[config.mk]
export PLATFORM = sky130hd
export DESIGN_NAME = reduction_sequencer
export DESIGN_NICKNAME = d
export VERILOG_FILES = /design/src/rtl/reduction_seq_pkg.sv /design/src/rtl/reduction_sequencer_adder_tree.sv /design/src/rtl/reduction_sequencer.sv
export SDC_FILE = /design/constraint.sdc
export NUM_CORES = 1
export LEC_CHECK = 0
export BUFFER_PORTS_ARGS = -buffer_cell sky130_fd_sc_hd__buf_4
export CAP_MARGIN = 5
export CORE_AREA = 4 4 215 217
export CTS_CLUSTER_DIAMETER = 200
export CTS_CLUSTER_SIZE = 25
export DETAILED_ROUTE_END_ITERATION = 8
export DIE_AREA = 0 0 219 221
export PLACE_DENSITY = 0.5
export SYNTH_ARGS = -nofsm -noshare
export SYNTH_HDL_FRONTEND = slang
export SYNTH_SLANG_ARGS = --single-unit
[constraint.sdc]
create_clock -name clock -period 14.6 [get_ports clock]
set_input_delay 0.73 -clock clock [delete_from_list [all_inputs] [get_ports clock]]
set_output_delay 0.73 -clock clock [all_outputs]
set_load 0.01 [all_outputs]
[src/rtl/reduction_seq_pkg.sv]
// Shared types and width helpers for the reduction sequencer.
package reduction_seq_pkg;

    // Controller states: wait for a command, sum a burst, offer the result.
    typedef enum logic [1:0] {
        IDLE   = 2'd0,
        ACCUM  = 2'd1,
        RESULT = 2'd2
    } state_t;

    // Accumulator width that cannot overflow: one lane, times the lane count,
    // times the longest burst (2^len_width beats).
    function automatic int acc_width(input int width, input int num_mod, input int len_width);
        return width + $clog2(num_mod) + len_width;
    endfunction

endpackage

[src/rtl/reduction_sequencer_adder_tree.sv]
// Combinational adder tree: sums NUM_MOD unsigned lanes of WIDTH bits.
// Each level halves the node count; the sum grows one bit per level.
module reduction_sequencer_adder_tree #(
    parameter int WIDTH   = 8,
    parameter int NUM_MOD = 32,
    parameter int LEVEL   = 5
) (
    input  logic [WIDTH*NUM_MOD-1:0] i_data,
    output logic [WIDTH+LEVEL-1:0]   o_sum
);

    localparam int SUM_W = WIDTH + LEVEL;

    // Level 0 holds the zero-extended lanes; level LEVEL node 0 is the total.
    logic [LEVEL:0][NUM_MOD-1:0][SUM_W-1:0] lvl;

    // Pairwise reduction, level by level; unused upper nodes stay zero.
    always_comb begin
        lvl = '0;
        for (int i = 0; i < NUM_MOD; i++) begin
            lvl[0][i] = SUM_W'(i_data[i*WIDTH +: WIDTH]);
        end
        for (int l = 1; l <= LEVEL; l++) begin
            for (int n = 0; n < (NUM_MOD >> l); n++) begin
                lvl[l][n] = lvl[l-1][2*n] + lvl[l-1][2*n+1];
            end
        end
    end

    assign o_sum = lvl[LEVEL][0];

endmodule

[src/rtl/reduction_sequencer.sv]
// Two-requester reduction controller: round-robin command arbitration,
// burst accumulation of adder-tree sums, and a tagged scalar result.
//
// Handshakes: a transfer happens on a rising edge where valid and ready are
// both high. Requesters hold I_Cmd_*/I_Data_* until accepted; the result is
// held stable on O_Res_* while O_Res_Valid is high until I_Res_Ready.
module reduction_sequencer
    import reduction_seq_pkg::*;
#(
    parameter  int WIDTH     = 8,
    parameter  int NUM_MOD   = 32,
    parameter  int LEVEL     = 5,
    parameter  int LEN_WIDTH = 8,
    localparam int ACC_WIDTH = acc_width(WIDTH, NUM_MOD, LEN_WIDTH)
) (
    input  logic                                clock,
    input  logic                                reset,
    input  logic [1:0]                          I_Cmd_Valid,
    input  logic [1:0][LEN_WIDTH-1:0]           I_Cmd_Len,
    output logic [1:0]                          O_Cmd_Ready,
    input  logic [1:0]                          I_Data_Valid,
    input  logic [1:0][WIDTH*NUM_MOD-1:0]       I_Data,
    output logic [1:0]                          O_Data_Ready,
    output logic                                O_Res_Valid,
    output logic [ACC_WIDTH-1:0]                O_Res_Val,
    output logic                                O_Res_Id,
    input  logic                                I_Res_Ready,
    output logic                                O_Busy,
    output state_t                              O_Dbg_State
);

    localparam int SUM_W = WIDTH + LEVEL;

    state_t                 state_q, state_d;
    logic                   id_q, id_d;
    logic [LEN_WIDTH-1:0]   cnt_q, cnt_d;
    logic [ACC_WIDTH-1:0]   acc_q, acc_d;
    logic                   ptr_q, ptr_d;   // requester favoured on a tie

    logic                   grant;
    logic                   cmd_fire;
    logic                   beat_fire;
    logic [WIDTH*NUM_MOD-1:0] mux_data;
    logic [SUM_W-1:0]       tree_sum;

    // Arbitration and ready generation from registered state plus valids.
    always_comb begin
        grant = 1'b0;
        unique case (I_Cmd_Valid)
            2'b01:   grant = 1'b0;
            2'b10:   grant = 1'b1;
            2'b11:   grant = ptr_q;
            default: grant = 1'b0;
        endcase
        O_Cmd_Ready = 2'b00;
        if (state_q == IDLE && |I_Cmd_Valid) begin
            O_Cmd_Ready[grant] = 1'b1;
        end
        O_Data_Ready = 2'b00;
        if (state_q == ACCUM) begin
            O_Data_Ready[id_q] = 1'b1;
        end
        cmd_fire  = (state_q == IDLE) && |I_Cmd_Valid;
        beat_fire = (state_q == ACCUM) && I_Data_Valid[id_q];
        mux_data  = I_Data[id_q];
    end

    reduction_sequencer_adder_tree #(
        .WIDTH   (WIDTH),
        .NUM_MOD (NUM_MOD),
        .LEVEL   (LEVEL)
    ) u_adder_tree (
        .i_data (mux_data),
        .o_sum  (tree_sum)
    );

    // Next-state logic for the FSM, counter, accumulator and pointer.
    always_comb begin
        state_d = state_q;
        id_d    = id_q;
        cnt_d   = cnt_q;
        acc_d   = acc_q;
        ptr_d   = ptr_q;
        unique case (state_q)
            IDLE: begin
                if (cmd_fire) begin
                    state_d = ACCUM;
                    id_d    = grant;
                    cnt_d   = I_Cmd_Len[grant];
                    acc_d   = '0;
                end
            end
            ACCUM: begin
                if (beat_fire) begin
                    acc_d = acc_q + ACC_WIDTH'(tree_sum);
                    cnt_d = cnt_q - LEN_WIDTH'(1);
                    if (cnt_q == '0) begin
                        state_d = RESULT;
                    end
                end
            end
            RESULT: begin
                // Returning to IDLE first means no command is taken this cycle.
                if (I_Res_Ready) begin
                    state_d = IDLE;
                    ptr_d   = ~id_q;
                end
            end
            default: state_d = IDLE;
        endcase
    end

    // State registers; reset drops any in-flight burst.
    always_ff @(posedge clock) begin
        if (reset) begin
            state_q <= IDLE;
            id_q    <= 1'b0;
            cnt_q   <= '0;
            acc_q   <= '0;
            ptr_q   <= 1'b0;
        end else begin
            state_q <= state_d;
            id_q    <= id_d;
            cnt_q   <= cnt_d;
            acc_q   <= acc_d;
            ptr_q   <= ptr_d;
        end
    end

    assign O_Res_Valid = (state_q == RESULT);
    assign O_Res_Val   = acc_q;
    assign O_Res_Id    = id_q;
    assign O_Busy      = (state_q != IDLE);
    assign O_Dbg_State = state_q;

endmodule

==> results.md <==
- Clock tree buffer depth: 2
- CP peak stage delay: 0.77 ns
- Nets@finish: 2,825
- Delay-heaviest family, CP: adder cells
- Most frequent CP cell: fa_1
- Max-cap violations: 0
- TNS Setup: 0 ns
- Top cells by area, synth: fa_1 21%, mux2_2 20%, ha_1 16%
- F_max: 101.1 MHz
- Min Clock Period, post-route: 9.887 ns
- Die Height: 221 um
- Cell area after synthesis: 13,090 sq um
- Vias in the first global route: 12,850
- R2R cell count: 31
- Post-synth top area share: 0.2126
- Syn nets: 2,288
- Cells after Synth: 1,448
- Kind of critical path: reg2reg
- Maximum number of pins on one net before global-route repair: 78
- WL final: 49,170 um
- Ys Warns: 0
- Drt initial violations: 433
- Fin. max-slew vios: 0
- Worst Setup End Kind: flop
- Final Hold Fails: 0
- Clock Pin Slew Worst Setup and Hold Paths: 0.06 ns
- Post-route ant nets: 0
- Worst Hold Path EP: O_Res_Val[0]
- Residual DRC: 0
- R2r setup slk: 4.71 ns
- Die area: 48,400 sq um
- Worst-skew pair later-pin latency: 0.28 ns
- ANT cells: 0
- FFs w/ async S/R, synth: 0
- Status: complete, no violations
- Final HPWL DP: 44,920 um
- Ys flop type: dfxtp_1
- 1st-pass router iterations: 4
- Dominant cell type by area after synthesis: fa_1
- Clk sinks: 33
- DP Worst Slack: 4.574 ns
- Gr ovfl total: 0
- Period utilization: 0.6772
- Seq/Total Area, Yosys: 0.05048
- H-tree levels: 2
- CP startpoint: O_Res_Id
- Final WS setup: 4.713 ns
- Hold Path Class: reg2reg
- Critical Path AT: 10.05 ns
- Slew HR: 0.3301
- Worst reg2reg startpoint: O_Res_Id
- Reg-to-reg endpoint: O_Res_Val[14]
- Post-cts resize count: 0
- Share of cells above drive strength 1: 0.4134
- Core area: 44,120 sq um
- CTS tree: yes
- Hold path depth: 2
- Slew @ Worst Pin: 1.005 ns
- Die width: 219 um
- CTS Buf Count: 5
- Clk_skew: 0.009511 ns
- #FFs+latches synth: 33
- Routability cong.: 0.8787
- First-pass GRT wire length: 72,780 um
- Avg WL per Cell: 19.07 um
- Worst path bufs/invs: 4
- Slowest cell on the critical path: buf_4
- Worst Setup Start Kind: flop
- DR vias: 12,090
- Post-CTS Setup Repair Bufs: 0
- IO Port Bufs: 564
- CP max FO: 70
- Crit path depth: 31
- Top Ports: 565
- Hold buffers post-CTS: 0
- RSZ-0062 raised after global routing: no
- Fill cell count: 4,586
- Number of flops mapped to enable cells by yosys: 0
- Final setup vio count: 0
- Worst EP required: 14.76 ns
- GRT Util Overall: 0.1931
- Area grow syn2layout: 38.22%
- FP Rows: 77
- Library cells used by synthesis: 58
- Hold_sp: O_Res_Val[0]
- Avg Inst Size Synth: 9.038 sq um
- Initial antenna violation count: 1
- Starting Density: 0.2966
- CTS root buf: clkbuf_16
- Drt via density: 4.691
-- worst register-to-register path, delay by kind of cell, from the launching register on --
kind / cells / cell delay [ns]
AO/OA/AOI/OAI: 10 / 1.96
XOR/XNOR: 1 / 0.15
adder cells (fa/ha/maj): 10 / 4.29
buffers and inverters: 4 / 0.94
flip-flops: 1 / 0.75
multiplexers: 1 / 0.44
AND/OR/NAND/NOR: 5 / 1.24
-- synth_stat cells (all sizes together) (3+ instances only) --
cell type and number:
inv 191, a21o 38, nor4 3, o21bai 8
or2 3, o211ai 5, nand3 9, nor3 25
ha 166, dfxtp 33, clkbuf 23, nor2b 12
a21oi 84, buf 16, o31ai 3, a211oi 8
o21a 6, nand2 67, mux2 236, a22o 5
and2 6, fa 139, o21ai 64, xnor2 77
xor2 32, mux2i 32, o41ai 16, nand2b 17
or3 11, nor2 80, and3 4, a31oi 6
-- worst max path at each step --
stage | endpoint | slack [ns]
4_1_cts | O_Res_Val[20] | 4.57
3_3_place_gp | O_Res_Val[14] | 4.70
6_report | O_Res_Val[14] | 4.71
5_1_grt | O_Res_Val[14] | 4.04
2_1_floorplan | O_Res_Val[14] | 5.67
3_5_place_dp | O_Res_Val[14] | 4.57
-- flip-flops by register name, indices dropped and copies added, names as in the netlist --
register and cells:
ptr_q 1, cnt_q 8, O_Res_Val 21, O_Dbg_State 2
O_Res_Id 1
-- layout by cell type (no fill, tap or decap), drive strengths merged, types with 3 or more instances in the layout --
cell type  count
or2            3
nor2b         12
o31ai          3
nand2b        17
o21bai         8
o21ai         64
a31oi          6
mux2i         32
nor3          25
fa           139
and2           6
buf          569
o21a           6
and3           4
nand2         67
a21oi         84
inv          191
nor2          80
clkbuf         6
xor2          32
a211oi         8
nand3          9
o211ai         5
a22o           5
mux2         236
o41ai         16
or3           11
ha           166
xnor2         77
dfxtp         33
a21o          38
nor4           3
-- metrics by stage --
stage	cell area, sq um	cells	hold WS, ns	util
2_1_floorplan	13090	1448	0.4492	-
3_3_place_gp	17950	2570	0.4650	0.4068
3_5_place_dp	17950	2570	0.4756	0.4068
4_1_cts	18090	2578	0.4822	0.4099
5_1_grt	18090	2578	0.5186	0.4099
6_report	18090	2578	0.4800	0.4099
-- final cells by class --
cell class | count | area (sq um) | share of cell area
flip-flops and latches | 33 | 664.4 | 0.03673
inverters | 191 | 716.9 | 0.03964
clock buffers | 6 | 128.9 | 0.007125
well taps | 592 | 740.7 | 0.04095
repair buffers | 569 | 4272 | 0.2362
multi-input cells | 1185 | 11550 | 0.6388
clock inverters | 2 | 10.01 | 0.0005534
-- kinds of logic (layout without fill, tap and decap cells) --
family	after synthesis	after routing	share of synthesized area
adder cells (fa/ha/maj)	305	305	0.3714
AND/OR/NAND/NOR	244	244	0.08624
AO/OA/AOI/OAI	259	259	0.1249
multiplexers	268	268	0.2276
buffers and inverters	230	768	0.06655
XOR/XNOR	109	109	0.07295
flip-flops	33	33	0.05048
-- per-layer routing --
metal	GRT usage	vias to the layer above	routed length, um
met1	0.2455	5654	20770
met5	0	-	13
met3	0.02222	28	2566
li1	-	6058	-
met2	0.3592	351	25260
met4	0.02283	2	563
Power is not shown: default switching activity piles up to over one toggle a cycle in this logic, so the estimate is an artifact.
